## config.mk

```make
export PLATFORM = sky130hd
export DESIGN_NAME = aibnd_bsr_red_chain_flat
export DESIGN_NICKNAME = d
export VERILOG_FILES = /design/src/rtl/aibnd_bsr_red_pkg.sv /design/src/rtl/aibnd_bsr_red_chain_if.sv /design/src/rtl/aibnd_bsr_red_cell.sv /design/src/rtl/aibnd_bsr_red_chain.sv /design/src/flat_wrapper.sv
export SDC_FILE = /design/constraint.sdc
export NUM_CORES = 1
export LEC_CHECK = 0
export BUFFER_PORTS_ARGS = -buffer_cell sky130_fd_sc_hd__buf_2
export CAP_MARGIN = 20
export CORE_UTILIZATION = 56
export CTS_BUF_LIST = sky130_fd_sc_hd__clkbuf_2
export CTS_CLUSTER_SIZE = 40
export DETAILED_ROUTE_END_ITERATION = 16
export PLACE_DENSITY = 0.82
export SETUP_SLACK_MARGIN = 0.5
export SLEW_MARGIN = 20
export SYNTH_ARGS = -nofsm -noshare
export SYNTH_HDL_FRONTEND = slang
export SYNTH_HIERARCHICAL = 1
export SYNTH_SLANG_ARGS = --single-unit
```

## constraint.sdc

```tcl
create_clock -name jtag_clkdr_in -period 2.5 [get_ports jtag_clkdr_in]
set_clock_uncertainty 0.05 [all_clocks]
set_input_delay 0.5 -clock jtag_clkdr_in [delete_from_list [all_inputs] [get_ports jtag_clkdr_in]]
set_output_delay 0.5 -clock jtag_clkdr_in [all_outputs]
set_load 0.005 [all_outputs]
```

## src/rtl/aibnd_bsr_red_pkg.sv

```systemverilog
// Shared types and constants for the AIB redundancy / boundary-scan chain.
// Used by both the default and the AIBND_BSR_RED_LPBK_EN builds.
package aibnd_bsr_red_pkg;

    localparam int CELL_TX       = 0;
    localparam int CELL_RX       = 1;
    localparam int CELLS_PER_PAD = 2;
    localparam int RED_IDX_MAXW  = 8;

    typedef struct packed {
        logic                    vld;
        logic [RED_IDX_MAXW-1:0] idx;
    } red_map_t;

    function automatic int red_idxw(input int nch);
        return $clog2(nch + 2);
    endfunction

endpackage

```

## src/rtl/aibnd_bsr_red_chain_if.sv

```systemverilog
// Data bus between the HSSI adapter, this block and the AIB pad buffers.
// slave = the redundancy block; master = whatever sits on the other side.
interface aibnd_bsr_red_chain_if #(
    parameter int NCH = 8
);
    logic [NCH-1:0] adap_tx_dat;
    logic [NCH:0]   aib_tx_dat;
    logic [NCH:0]   aib_rx_dat;
    logic [NCH-1:0] adap_rx_dat;

    modport slave  (input adap_tx_dat, input aib_rx_dat, output aib_tx_dat, output adap_rx_dat);
    modport master (output adap_tx_dat, output aib_rx_dat, input aib_tx_dat, input adap_rx_dat);
endinterface

```

## src/rtl/aibnd_bsr_red_cell.sv

```systemverilog
// One pad's boundary-scan slice: TX and RX scan flops plus their update flops.
// Priority per edge is capture > shift > hold; update copies the pre-edge scan value.
module aibnd_bsr_red_cell (
    input  logic clk,
    input  logic rst_n,
    input  logic capture,
    input  logic shift,
    input  logic update,
    input  logic tx_cap,
    input  logic rx_cap,
    input  logic tx_sin,
    input  logic rx_sin,
    output logic tx_scan_q,
    output logic rx_scan_q,
    output logic tx_upd_q,
    output logic rx_upd_q
);
    logic tx_scan_d, rx_scan_d, tx_upd_d, rx_upd_d;

    always_comb begin
        tx_scan_d = tx_scan_q;
        rx_scan_d = rx_scan_q;
        tx_upd_d  = tx_upd_q;
        rx_upd_d  = rx_upd_q;
        if (capture) begin
            tx_scan_d = tx_cap;
            rx_scan_d = rx_cap;
        end else if (shift) begin
            tx_scan_d = tx_sin;
            rx_scan_d = rx_sin;
        end
        if (update) begin
            tx_upd_d = tx_scan_q;
            rx_upd_d = rx_scan_q;
        end
    end

    always_ff @(posedge clk or negedge rst_n) begin
        if (!rst_n) begin
            tx_scan_q <= 1'b0;
            rx_scan_q <= 1'b0;
            tx_upd_q  <= 1'b0;
            rx_upd_q  <= 1'b0;
        end else begin
            tx_scan_q <= tx_scan_d;
            rx_scan_q <= rx_scan_d;
            tx_upd_q  <= tx_upd_d;
            rx_upd_q  <= rx_upd_d;
        end
    end
endmodule

```

## src/rtl/aibnd_bsr_red_chain.sv

```systemverilog
// NCH logical channels over NCH+1 AIB pads with a programmable spare-pad repair map
// and a full boundary-scan chain. Define AIBND_BSR_RED_LPBK_EN for update-TX loopback capture.
module aibnd_bsr_red_chain
    import aibnd_bsr_red_pkg::*;
#(
    parameter int NCH  = 8,
    parameter int IDXW = red_idxw(NCH)
) (
    input  logic            jtag_clkdr_in,
    input  logic            jtag_rstb,
    aibnd_bsr_red_chain_if.slave dif,
    input  logic            red_load,
    input  logic            red_fail_vld,
    input  logic [IDXW-1:0] red_fail_idx,
    output logic            red_cfg_err,
    input  logic            jtag_mode_in,
    input  logic            jtag_tx_scanen_in,
    input  logic            jtag_capture,
    input  logic            jtag_update,
    input  logic            jtag_tx_scan_in,
`ifdef AIBND_BSR_RED_LPBK_EN
    input  logic            jtag_loopbacken_in,
`endif
    output logic            jtag_tx_scan_out
);
    localparam int NPAD = NCH + 1;
    localparam int NB   = CELLS_PER_PAD * NPAD;

    red_map_t map_q, map_d;
    logic     err_q, err_d;

    logic [NPAD-1:0] tx_ext, func_tx, upd_tx, upd_rx, rx_src, cap_rx;
    logic [NB-1:0]   scan_vec, upd_vec, shift_src;
    int              fidx;

    // Loads during JTAG mode are dropped so a scan session cannot disturb the repair.
    always_comb begin
        map_d = map_q;
        err_d = err_q;
        if (red_load && !jtag_mode_in) begin
            if (int'(red_fail_idx) <= NCH) begin
                map_d.vld = red_fail_vld;
                map_d.idx = RED_IDX_MAXW'(red_fail_idx);
                err_d     = 1'b0;
            end else begin
                err_d = 1'b1;
            end
        end
    end

    always_ff @(posedge jtag_clkdr_in or negedge jtag_rstb) begin
        if (!jtag_rstb) begin
            map_q <= '0;
            err_q <= 1'b0;
        end else begin
            map_q <= map_d;
            err_q <= err_d;
        end
    end

    assign red_cfg_err = err_q;
    assign fidx        = int'(map_q.idx);
    assign tx_ext      = {1'b0, dif.adap_tx_dat};

    always_comb begin
        func_tx = '0;
        upd_tx  = '0;
        upd_rx  = '0;
        for (int p = 0; p < NPAD; p++) begin
            upd_tx[p] = upd_vec[CELLS_PER_PAD*p + CELL_TX];
            upd_rx[p] = upd_vec[CELLS_PER_PAD*p + CELL_RX];
            if (!map_q.vld || p < fidx) begin
                func_tx[p] = tx_ext[p];
            end else if (p > fidx) begin
                func_tx[p] = tx_ext[p-1];
            end
        end
    end

    assign dif.aib_tx_dat = jtag_mode_in ? upd_tx : func_tx;
    assign rx_src         = jtag_mode_in ? upd_rx : dif.aib_rx_dat;

    always_comb begin
        dif.adap_rx_dat = '0;
        for (int c = 0; c < NCH; c++) begin
            if (!map_q.vld || c < fidx) dif.adap_rx_dat[c] = rx_src[c];
            else                        dif.adap_rx_dat[c] = rx_src[c+1];
        end
    end

`ifdef AIBND_BSR_RED_LPBK_EN
    assign cap_rx = (jtag_mode_in && jtag_loopbacken_in) ? upd_tx : dif.aib_rx_dat;
`else
    assign cap_rx = dif.aib_rx_dat;
`endif

    // Chain shifts toward bit 0; scan-in enters at the top RX cell.
    assign shift_src        = {jtag_tx_scan_in, scan_vec[NB-1:1]};
    assign jtag_tx_scan_out = scan_vec[0];

    for (genvar p = 0; p < NPAD; p++) begin : g_pad
        aibnd_bsr_red_cell u_cell (
            .clk       (jtag_clkdr_in),
            .rst_n     (jtag_rstb),
            .capture   (jtag_capture),
            .shift     (jtag_tx_scanen_in),
            .update    (jtag_update),
            .tx_cap    (func_tx[p]),
            .rx_cap    (cap_rx[p]),
            .tx_sin    (shift_src[CELLS_PER_PAD*p + CELL_TX]),
            .rx_sin    (shift_src[CELLS_PER_PAD*p + CELL_RX]),
            .tx_scan_q (scan_vec[CELLS_PER_PAD*p + CELL_TX]),
            .rx_scan_q (scan_vec[CELLS_PER_PAD*p + CELL_RX]),
            .tx_upd_q  (upd_vec[CELLS_PER_PAD*p + CELL_TX]),
            .rx_upd_q  (upd_vec[CELLS_PER_PAD*p + CELL_RX])
        );
    end
endmodule
```

## src/flat_wrapper.sv

```systemverilog
// flat-port wrapper written by rule: the top's interface ports become plain ports
module aibnd_bsr_red_chain_flat import aibnd_bsr_red_pkg::*;
#(
    parameter int NCH  = 8,
    parameter int IDXW = red_idxw(NCH)
)
  (jtag_clkdr_in, jtag_rstb, red_load, red_fail_vld, red_fail_idx, red_cfg_err, jtag_mode_in, jtag_tx_scanen_in, jtag_capture, jtag_update, jtag_tx_scan_in, jtag_tx_scan_out, dif_adap_tx_dat, dif_aib_rx_dat, dif_aib_tx_dat, dif_adap_rx_dat);
  aibnd_bsr_red_chain_if #(.NCH(NCH)) dif_i ();
  input  logic jtag_clkdr_in;
  input  logic jtag_rstb;
  input  logic red_load;
  input  logic red_fail_vld;
  input  logic [IDXW-1:0] red_fail_idx;
  output logic red_cfg_err;
  input  logic jtag_mode_in;
  input  logic jtag_tx_scanen_in;
  input  logic jtag_capture;
  input  logic jtag_update;
  input  logic jtag_tx_scan_in;
  output logic jtag_tx_scan_out;
  input wire logic [$bits(dif_i.adap_tx_dat)-1:0] dif_adap_tx_dat;
  input wire logic [$bits(dif_i.aib_rx_dat)-1:0] dif_aib_rx_dat;
  output wire logic [$bits(dif_i.aib_tx_dat)-1:0] dif_aib_tx_dat;
  output wire logic [$bits(dif_i.adap_rx_dat)-1:0] dif_adap_rx_dat;
  assign dif_i.adap_tx_dat = dif_adap_tx_dat;
  assign dif_i.aib_rx_dat = dif_aib_rx_dat;
  assign dif_aib_tx_dat = dif_i.aib_tx_dat;
  assign dif_adap_rx_dat = dif_i.adap_rx_dat;
  aibnd_bsr_red_chain #(.NCH(NCH), .IDXW(IDXW)) u_core (.jtag_clkdr_in(jtag_clkdr_in), .jtag_rstb(jtag_rstb), .dif(dif_i), .red_load(red_load), .red_fail_vld(red_fail_vld), .red_fail_idx(red_fail_idx), .red_cfg_err(red_cfg_err), .jtag_mode_in(jtag_mode_in), .jtag_tx_scanen_in(jtag_tx_scanen_in), .jtag_capture(jtag_capture), .jtag_update(jtag_update), .jtag_tx_scan_in(jtag_tx_scan_in), .jtag_tx_scan_out(jtag_tx_scan_out));
endmodule
```

* Word-level counts from Yosys, hierarchy flattened
Cells that the tools add are included.
** Cells by class
- Muxes and demuxes :: 65
- Reduce and logical (&&, ||, !) cells :: 14
- $lt $le $gt $ge :: 19
** Operator list (count)
- 1-bit 2-to-1 mux :: 63
- 9-bit 2-to-1 mux :: 2
- 3-bit by 4-bit > comparator with 1-bit output, first input constant :: 4
- 3-bit by 4-bit < comparator with 1-bit output, first input constant :: 4
- 1-bit logical OR :: 9
- 1-bit by 4-bit > comparator with 1-bit output, first input constant :: 2
- 2-bit by 4-bit > comparator with 1-bit output, first input constant :: 2
- 1-bit by 4-bit < comparator with 1-bit output, first input constant :: 2
- 2-bit by 4-bit < comparator with 1-bit output, first input constant :: 2
- 4-bit > comparator, first input constant :: 1
- 4-bit less-or-equal comparator, second input constant :: 1
- 4-bit < comparator, first input constant :: 1
- 1-bit zero test :: 2
- 2-bit AND reduction :: 1
- 2-bit nonzero test :: 1
- 1-bit logical AND :: 1
** Storage, ports and cells
- Input bits :: 30
- Logic and storage cells :: 137
- Register bits after elaboration :: 42
- Output and inout port bits :: 19

* Logic depth before layout (Yosys ltp)
Gate-level depths: netlist of the first run.
- Depth after elaboration :: 4
- Gate-level depth with buffers :: 6
- Mapped depth without buffers :: 5

* Cells and area by module
Netlist of the first run, hierarchy kept.
** By module, submodules not included
- aibnd_bsr_red_cell :: cells an instance 12, instances 9, area each 160.2 µm²
- aibnd_bsr_red_chain :: cells an instance 81, instances 1, area each 745.7 µm²

* Worst setup path after synthesis of the first run
No wires, ideal clock.
- Path kind :: register to output
- From :: register u_core.map_q, in the netlist u_core/fidx[1]
- To :: output dif_aib_tx_dat[1]
- Required time :: 1950 ps
- Stages on the path, launching flop included :: 4
- Path buffers :: 0
- Data arrival time :: 1433 ps
- Path slack :: 517 ps
- Cells stage by stage :: dfrtp_1 or4b_4 a32o_1 mux2_4
** On the way
- Longest elaborated chain between the ends :: 4
** Ends and longest elaborated chain
- from (decl) :: RTL line aibnd_bsr_red_chain.sv:29 : red_map_t map_q, map_d;
- from (signal assigned) :: RTL line aibnd_bsr_red_chain.sv:56 : map_q <= map_d;
- 1-bit by 4-bit > comparator with 1-bit output / 1-bit by 4-bit < comparator with 1-bit output (equally long branches) :: RTL line aibnd_bsr_red_chain.sv:74, aibnd_bsr_red_chain.sv:72
- 1-bit 2-to-1 mux / 1-bit logical OR (equally long branches) :: RTL line aibnd_bsr_red_chain.sv:74, aibnd_bsr_red_chain.sv:72
- 1-bit 2-to-1 mux (*) :: RTL line aibnd_bsr_red_chain.sv:72 : if (!map_q.vld || p < fidx) begin
- named net u_core.func_tx[1] :: RTL line aibnd_bsr_red_chain.sv:32 : logic [NPAD-1:0] tx_ext, func_tx, upd_tx, upd_rx, rx_src, cap_rx;
- 9-bit 2-to-1 mux (*) :: RTL line aibnd_bsr_red_chain.sv:80 : assign dif.aib_tx_dat = jtag_mode_in ? upd_tx : func_tx;
- to (decl) :: RTL line flat_wrapper.sv:23 : output wire logic [$bits(dif_i.aib_tx_dat)-1:0] dif_aib_tx_dat;
Mark *: on every way through the listed nets, which the timed path passes. The rest lies on a longest branch.

* Final worst setup path of the first run
Ends and elaborated chain as after synthesis.

==> metrics.txt, run 1 <==
outcome finished, violations left; failing checks setup timing; Sw Pwr 0.000584 W; Residual DRC 0; Worst slew margin 59.0%; DP HPWL 3410 microns; clock network fraction of total power 20.7%; root buffer selected by CTS clkbuf_2; clock tree sinks 42; filler instances 261; number of global-route vias before repair 1729; Pre-Repair DR Iteration Count 4; WP data arrival 2.02 ns; kind of critical path register to primary output; DRT antenna net count 0; Lkg Pwr 1.35 nW; Vias 1780; CTS Buf Count 5; H-tree depth 2; clock latency on the worst-skew pair 0.41 ns; drt total wl 5370 microns; Tcrit/Tclk final 103%; Critical Path Max Stage Delay 0.54 ns; Setup Viol. Count Final 2; unrepaired setup endpoints after global routing true; largest net degree at the start of global routing 37; Tmin final 2.57 ns; post-route setup slack -0.0671 ns; Die ar. 0.00416 sq mm; max-capacitance violation count 0; share of cells above drive strength 1 48.4%; Synth cell types 30; Layout area overhead 26.5%; CTS max path bufs 2; Yosys warnings 6; DP Worst Slack 0.324 ns; die width 64.5 microns; Slew @ Worst Pin 0.615 ns; Placement Rows 22; Core Region 0.00372 sq mm; post-synthesis net count 219; CP required 1.95 ns; Net Sw Frac 31.3%; power share of the combinational group 32.5%; initial antenna violation count 0; total gr overflow 0; Hold Path Class input port to register; layer with the highest usage met2; slowest cell on the critical path or4b_4; Worst setup EP type primary output; met1 Usage GRT 37.6%; WL/cell 17.5 microns; Slew Limit Fails 0; met3 Use GR 4.75%; n_diodes 0; initial DRC count 129; vias per cell 5.82; Mapped Cells 189; gr usage total 27.7%; pwr dens 675 mW/mm^2; Hold Vio Cnt, Final 0; post-synthesis sequential area ratio 48.1%; Final nets 287; P_int 0.00128 W; M2 GR Usage 44.3%; Max Freq 390 MHz; die height 64.5 microns; cell family with most CP delay simple AND/OR/NAND/NOR gates; first-pass GRT wire length 8490 microns; initial core utilization 58.9%; CP Cell Sequence or4b_4, a32o_2, mux2_4, buf_6; Multi-input gate area 0.00119 sq mm; Bufs and invs on worst path 1; #FFs+latches synth 42; Avg Inst Size Synth 11.6 sq um; clock tree from TritonCTS done; Worst Setup Start Kind register; Reg power frac 46.8%; Register Area 0.00105 sq mm; GP Congestion 0.772; Placed Area 0.00250 sq mm; Max VDD drop 0.420 mV; Clock Pin Slew Worst Setup and Hold Paths 0.21 ns; design area 0.00277 sq mm; I/O pins 49; Max FO, Critical Path 2; PortBufs 48; Netlist Area Pre-Place 0.00219 sq mm
## metal layers
metal	vias up	share of wire (%)
met1	870	44
met3	11	4.8
met5	-	0
met4	0	1.6
li1	831	-
met2	68	50
## synthesized netlist by cell type (all sizes together)
master	count	area share [%]
dfrtp	42	48
a21bo	3	1.4
a21oi	2	0.46
or4b	1	0.63
a32o	1	0.46
a31o	1	0.40
a31oi	5	1.4
or3b	1	0.40
a21o	2	0.69
nand3	6	1.4
inv	2	0.34
clkbuf	2	0.34
nand2	32	5.5
nor3	1	0.23
nor3b	1	0.34
o21a	1	0.34
mux2i	18	8.2
nand2b	1	0.29
buf	1	0.23
o22a	1	0.40
a21boi	1	0.34
o21ai	20	4.6
nor2	7	1.2
nor2b	2	0.57
mux4	8	8.4
mux2	24	13
and2	3	0.86
## cells by family after synthesis
| kind of cell | count (synthesis) | synth area share [%] |
|---|---|---|
| AND/OR/NAND/NOR | 55 | 11.4 |
| AO/OA/AOI/OAI | 37 | 10.5 |
| buffers and inverters | 5 | 0.915 |
| multiplexers | 50 | 29.2 |
| flip-flops | 42 | 48.1 |
## cells in the final DEF, fill, tap and decap left out, drive strengths merged, types with 2 or more instances in the layout
master and count:
mux4 8, a21oi 2, a31oi 5, clkinv 2, nand2 32, buf 63
mux2i 18, nor2b 2, mux2 24, inv 2, a21bo 3, clkbuf 5
a21o 2, nand3 6, dfrtp 42, nor2 7, o21ai 20, and2 3
## power groups by stage
| stage | logic, W | registers [W] | clock network (W) |
|---|---|---|---|
| 2_1_floorplan | 0.000298 | 0.000860 | 0 |
| 3_3_place_gp | 0.000454 | 0.000885 | 0 |
| 3_5_place_dp | 0.000465 | 0.000894 | 0 |
| 4_1_cts | 0.000552 | 0.000871 | 0.000398 |
| 5_1_grt | 0.000657 | 0.000888 | 0.000427 |
| 6_report | 0.000606 | 0.000875 | 0.000387 |
## worst register-to-register path, delay by kind of cell, from the launching register on
kind                   cells  cell delay, ns
and+or+nand+nor            3            0.27
AOI/OAI and AO/OA          2            0.20
buffers and inverters      4            0.58
DFF                        1            0.42
## stage by stage
stage | hold slack [ns] | power (W) | util, % | instances | setup TNS (ns)
detailed placement | 0.389 | 0.00136 | 67.2 | 285 | 0
global placement | 0.387 | 0.00134 | 67.2 | 285 | 0
CTS | 0.230 | 0.00182 | 72.2 | 300 | -0.114
floorplan | 0.154 | 0.00116 | - | 189 | 0
finish | 0.248 | 0.00187 | 74.4 | 306 | -0.0783
global route | 0.228 | 0.00197 | 74.4 | 306 | -0.716
## flip-flops by register name, summed over array words and instances (netlist names)
name,count
u_core/fidx,4
u_core/g_pad.u_cell/tx_scan_q,9
u_core/g_pad.u_cell/tx_upd_q,9
u_core/red_cfg_err,1
u_core/map_q,1
u_core/g_pad.u_cell/rx_upd_q,9
u_core/g_pad.u_cell/rx_scan_q,9
## final timing paths
path	startpoint	to	slack [ns]	cells after the start
max in group asynchronous	jtag_rstb	u_core/fidx[1]	1.23	3
max reg2reg	u_core/fidx[3]	u_core/g_pad[2].u_cell/tx_scan_q	0.86	9
min	dif_aib_rx_dat[8]	u_core/g_pad[8].u_cell/rx_scan_q	0.25	3
min reg2reg	u_core/g_pad[0].u_cell/rx_upd_q	u_core/g_pad[0].u_cell/rx_upd_q	0.48	1
min in group asynchronous	jtag_rstb	u_core/g_pad[8].u_cell/rx_scan_q	0.44	2
max	u_core/fidx[1]	dif_aib_tx_dat[1]	-0.07	4
## area by class of cell
cell class	count	area share (%)
timing repair buffer	64	14.2
clock buffer	5	0.905
clock inverter	3	1.45
tap	48	2.17
inverter	2	0.271
sequential	42	38.1
multi-input combinational	142	43.0
## repair_timing
| action | 4_1_cts | 5_1_grt |
|---|---|---|
| hold endpoints to repair | 15 | 0 |
| resized for setup | 24 | 9 |
| hold buffers | 1 | 0 |
| pin swaps | 0 | 8 |
| cloned | 1 | 0 |
| buffers inserted | 5 | 6 |
| endpoints found under the setup margin | 17 | 17 |
No activity file was read; power rests on OpenSTA's default activity.
==> run 2, diff against run 1 <==
--- a/config.mk
+++ b/config.mk
@@ -8,8 +8,10 @@
 export BUFFER_PORTS_ARGS = -buffer_cell sky130_fd_sc_hd__buf_2
 export CAP_MARGIN = 20
+export CORE_MARGIN = 4
 export CORE_UTILIZATION = 56
 export CTS_BUF_LIST = sky130_fd_sc_hd__clkbuf_2
 export CTS_CLUSTER_SIZE = 40
 export DETAILED_ROUTE_END_ITERATION = 16
+export GPL_TIMING_DRIVEN = 1
 export PLACE_DENSITY = 0.82
 export SETUP_SLACK_MARGIN = 0.5
==> constraint.sdc (replaced) <==
create_clock -name jtag_clkdr_in -period 2.5 [get_ports jtag_clkdr_in]
set_clock_uncertainty 0.05 [all_clocks]
set_input_delay 0.375 -clock jtag_clkdr_in [delete_from_list [all_inputs] [get_ports jtag_clkdr_in]]
set_output_delay 0.375 -clock jtag_clkdr_in [all_outputs]
set_load 0.005 [all_outputs]
==> metrics.txt, run 2 (synthesis results as in run 1) <==
Placement Rows 22 (unchanged); P_int 0.00129 W (+0.46%); kind of critical path register to primary output; Final nets 288 (+0.35%); Setup Viol. Count Final 0 (-2); non-filler instance count after layout 306 (unchanged); DRT antenna net count 0 (unchanged); clock tree sinks 42 (unchanged); H-tree depth 2 (unchanged); gr usage total 23.4% (-4.3 points); pwr dens 680 mW/mm^2 (+0.64%); vias per cell 6.02 (+3.5%); share of cells above drive strength 1 47.3% (-1.2 points); Sw Pwr 0.000587 W (+0.45%); drt total wl 5660 microns (+5.4%); Worst Setup Start Kind register; most frequent cells in the layout buf_2, dfrtp_1, nand2_1; Net Sw Frac 31.3% (about the same); Layout area overhead 26.3%; initial DRC count 189 (+47%); Die ar. 0.00497 sq mm (+19%); Residual DRC 0 (unchanged); clock tree from TritonCTS done; clock network fraction of total power 20.1% (-0.6 points); power share of the combinational group 32.9% (+0.4 points); Vias 1843 (+3.5%); worst r2r path cells 6 (-3); Tmin final 2.47 ns (-0.0998 ns); R2R Path End u_core/g_pad[1].u_cell/tx_scan_q; most common library cell in the layout ignoring fill and taps buf_2; Max VDD drop 0.435 mV (+3.4%); Hold Path Class input port to async pin; Multi-input gate area 0.00117 sq mm (-1.2%); M1 WL 2300 microns (-1.8%); final design utilization 74.3% (-0.13 points); Worst setup EP type primary output; clock latency on the worst-skew pair 0.41 ns (about the same); Critical Path Max Stage Delay 0.50 ns (-0.04 ns); total gr overflow 0 (unchanged); CTS Buf Count 5 (unchanged); Slew @ Worst Pin 0.914 ns (+0.300 ns); reg2reg setup slack 0.68 ns (-0.18 ns); Slew Limit Fails 0 (unchanged); max-capacitance violation count 0 (unchanged); Reg power frac 46.9% (about the same); Clock Pin Slew Worst Setup and Hold Paths 0.20 ns (about the same); WP data arrival 2.04 ns (+0.02 ns); outcome completed; Max Freq 405 MHz (+4.0%); met2 wire length 2860 microns (+6.4%); CTS Hold Buffers Added 0 (-1); Pwr Total 0.00188 W (+0.46%); design area 0.00276 sq mm (-0.18%); GP Congestion 0.798 (+3.4%); highest metal used met4; largest net degree at the start of global routing 43 (+16%); die height 70.5 microns (+9.3%); Lkg Pwr 1.35 nW (+0.11%); DP HPWL 3510 microns (+2.9%); PortBufs 48 (unchanged); CP Cell Sequence or4b_4, a32o_2, mux2_4, buf_6; die width 70.5 microns (+9.3%); n_diodes 0 (unchanged); initial core utilization 58.9% (unchanged); initial antenna violation count 0 (unchanged); Core Region 0.00372 sq mm (unchanged); Register Area 0.00105 sq mm (unchanged); root buffer selected by CTS clkbuf_2; Pre-Repair DR Iteration Count 5 (+1); I/O pins 49 (unchanged); Max FO, Critical Path 4 (+2); CTS max path bufs 2 (unchanged); Worst slew margin 39.1% (-20 points); Tcrit/Tclk final 98.7% (-4.0 points); number of global-route vias before repair 1771 (+2.4%); met3 routed WL 419 microns (+63%); unrepaired setup endpoints after global routing true; slowest cell on the critical path dfrtp_2; Cells after DPL 284 (-0.35%); WL/cell 18.5 microns (+5.4%); CP required 2.08 ns (+0.13 ns); r2r startpoint u_core/fidx[2]; filler instances 265 (+1.5%); Hold Vio Cnt, Final 0 (unchanged); first-pass GRT wire length 8950 microns (+5.4%); Placed Area 0.00249 sq mm (-0.30%)
run 2: cell types whose count changed in the layout (fill, tap and decap cells not counted), sizes merged:
cell,delta
dlygate4sd3,-1
buf,+2
clkinv,-1
run 2: what timing repair did:
action                     in CTS  in global routing
gates resized for setup        17                 15
gates cloned                    1                  0
setup endpoints to repair      16                 17
pin swaps                       8                  5
buffers inserted                8                  6
run 2: per-stage QoR:
step / setup WS, ns / hold WS, ns / setup TNS (ns)
after detailed placement: 0.471 / 0.442 / 0
final: 0.0327 / 0.0136 / 0
after floorplan: 0.642 / 0.0294 / 0
after global placement: 0.497 / 0.427 / 0
after CTS: 0.0313 / 0.0215 / 0
after global routing: -0.0472 / 0.0382 / -0.0579
run 2: how the worst max path moves through the flow:
stage	startpoint	to	slack, ns	depth (start not counted)
after floorplan	u_core/fidx[1]	dif_aib_tx_dat[1]	0.64	3
after global placement	u_core/fidx[1]	dif_aib_tx_dat[1]	0.50	4
after detailed placement	u_core/fidx[1]	dif_aib_tx_dat[1]	0.47	4
after CTS	u_core/fidx[1]	dif_aib_tx_dat[1]	0.03	4
after global routing	u_core/fidx[2]	dif_aib_tx_dat[1]	-0.05	4
final	u_core/fidx[2]	dif_aib_tx_dat[1]	0.03	4
run 2: critical path, delay by kind of cell, from the launching register on:
kind	cells	cell delay, ns
mux	1	0.27
compound gates	1	0.24
simple gates	1	0.50
flops	1	0.50
buf+inv	1	0.12
run 2: layer usage:
metal | up-vias | track usage, %
li1 | 836 | -
met1 | 921 | 31.9
met2 | 75 | 35.9
met3 | 11 | 6.04
met4 | 0 | 8.51
met5 | - | 0
run 2: final cells by class:
class | count | area share, %
Multi-Input combinational cell | 142 | 42.5
Sequential cell | 42 | 38.2
Timing Repair Buffer | 65 | 14.7
Tap cell | 48 | 2.17
Clock inverter | 2 | 1.22
Clock buffer | 5 | 0.906
Inverter | 2 | 0.272
run 2: power by group through the flow:
stage / sequential, W / clock, W / combinational [W]
final: 0.000881 / 0.000378 / 0.000618
after global routing: 0.000894 / 0.000422 / 0.000671
after CTS: 0.000873 / 0.000389 / 0.000541
after detailed placement: 0.000889 / 0 / 0.000469
after global placement: 0.000884 / 0 / 0.000457
after floorplan: 0.000860 / 0 / 0.000298
==> run 3, diff against run 2 <==
CTS_BUF_LIST = sky130_fd_sc_hd__clkbuf_8   (was sky130_fd_sc_hd__clkbuf_2)
SETUP_SLACK_MARGIN = 0.2   (was 0.5)
==> metrics.txt, run 3 (synthesis results as in run 1) <==
max-capacitance violation count 0 (unchanged); root buffer selected by CTS clkbuf_8; gr usage total 21.6% (-1.7 points); Worst Setup Start Kind register; Tcrit/Tclk final 91.5% (-7.2 points); clock latency on the worst-skew pair 0.29 ns (-0.12 ns); Pre-Repair DR Iteration Count 4 (-1); first-pass GRT wire length 8390 microns (-6.2%); Worst setup EP type primary output; Placement Rows 22 (unchanged); Clock Pin Slew Worst Setup and Hold Paths 0.07 ns (-0.13 ns); PortBufs 48 (unchanged); CTS Buf Count 5 (unchanged); pwr dens 725 mW/mm^2 (+6.6%); Die ar. 0.00497 sq mm (unchanged); share of cells above drive strength 1 41.6% (-5.7 points); initial DRC count 134 (-29%); CTS Hold Buffers Added 0 (unchanged); H-tree depth 2 (unchanged); die height 70.5 microns (unchanged); Tmin final 2.29 ns (-0.180 ns); die width 70.5 microns (unchanged); largest net degree at the start of global routing 43 (unchanged); clock tree from TritonCTS done; Max VDD drop 0.463 mV (+6.5%); Slew @ Worst Pin 0.907 ns (-0.00700 ns); unrepaired setup endpoints after global routing true; Residual DRC 0 (unchanged); DP HPWL 3510 microns (unchanged); most frequent cells in the layout buf_2, dfrtp_1, nand2_1; Hold Vio Cnt, Final 0 (unchanged); clock tree sinks 42 (unchanged); total gr overflow 0 (unchanged); CTS max path bufs 2 (unchanged); WL/cell 17.1 microns (-7.6%); final design utilization 71.5% (-2.8 points); CP required 2.08 ns (about the same); I/O pins 49 (unchanged); Slew Limit Fails 0 (unchanged); worst r2r path cells 6 (unchanged); Core Region 0.00372 sq mm (unchanged); Worst slew margin 39.5% (+0.47 points); n_diodes 0 (unchanged); setup_tns 0 ns (unchanged); Max Freq 437 MHz (+7.9%); kind of critical path register to primary output; outcome completed; Max FO, Critical Path 3 (-1); Vias 1721 (-6.6%); number of global-route vias before repair 1744 (-1.5%); initial core utilization 58.9% (unchanged); vias per cell 5.78 (-4.1%); WP data arrival 1.86 ns (-0.18 ns); initial antenna violation count 0 (unchanged); Layout area overhead 21.6%; drt total wl 5090 microns (-10%); Hold Path Class input port to async pin; GP Congestion 0.798 (unchanged); most common library cell in the layout ignoring fill and taps buf_2; Final nets 280 (-2.8%); Setup Viol. Count Final 0 (unchanged); Lkg Pwr 1.29 nW (-4.2%); DRT antenna net count 0 (unchanged)
-- run 3: critical path: stages, from the launching register on --
cell,delay [ns]
dfrtp_2,0.42
or4b_4,0.52
a32o_2,0.24
mux2_4,0.25
buf_2,0.13
-- run 3: power breakdown --
group | internal [W] | switching, W | leakage [nW]
clock | 0.000319 | 0.000226 | 0.0573
combinational | 0.000273 | 0.000236 | 0.724
sequential | 0.000790 | 0.0000828 | 0.512
total | 0.00138 | 0.000545 | 1.29
-- run 3: worst paths after layout --
| path | from | endpoint | slack [ns] |
|---|---|---|---|
| worst max-delay path | u_core/fidx[1] | dif_aib_tx_dat[1] | 0.21 |
| worst min-delay path | jtag_rstb | u_core/g_pad[7].u_cell/rx_scan_q | 0.15 |
| worst max register to register | u_core/fidx[1] | u_core/g_pad[1].u_cell/tx_scan_q | 0.74 |
| worst min register to register | u_core/red_cfg_err | u_core/red_cfg_err | 0.46 |
| max in group asynchronous | jtag_rstb | u_core/fidx[2] | 1.61 |
| min in group jtag_clkdr_in | red_fail_vld | u_core/map_q[8] | 0.26 |
-- run 3: final cells by class --
type / instances / area, sq um
multi-input combinational: 142 / 1120
sequential: 42 / 1050
inverter: 2 / 7.51
timing repair buffer: 57 / 308
clock buffer: 6 / 82.6
tap: 48 / 60.1
fill: 282 / 1060
clock inverter: 1 / 30.0
-- run 3: metrics by stage --
| stage | cell area [sq um] | setup WS, ns | total power, W | std cells | hold slack [ns] |
|---|---|---|---|---|---|
| final | 2660 | 0.212 | 0.00193 | 298 | 0.154 |
| after global routing | 2660 | 0.180 | 0.00204 | 298 | 0.245 |
| after CTS | 2630 | 0.200 | 0.00192 | 294 | 0.195 |
| after detailed placement | 2490 | 0.471 | 0.00136 | 284 | 0.442 |
| after global placement | 2490 | 0.497 | 0.00134 | 284 | 0.427 |
| after floorplan | 2190 | 0.642 | 0.00116 | 189 | 0.0294 |
-- run 3: what timing repair did --
action                     CTS  global route
gates resized for setup      1             3
pin swaps                    2             1
gates cloned                 0             0
setup endpoints to repair    1             2
buffers inserted             3             4
-- run 3: metal layers --
metal	track usage, %	part of all wire [%]	vias to the layer above
met5	0	0	-
met4	6.81	1.4	0
met3	5.61	6.0	9
met2	33.3	49	52
met1	29.9	43	843
li1	-	-	817
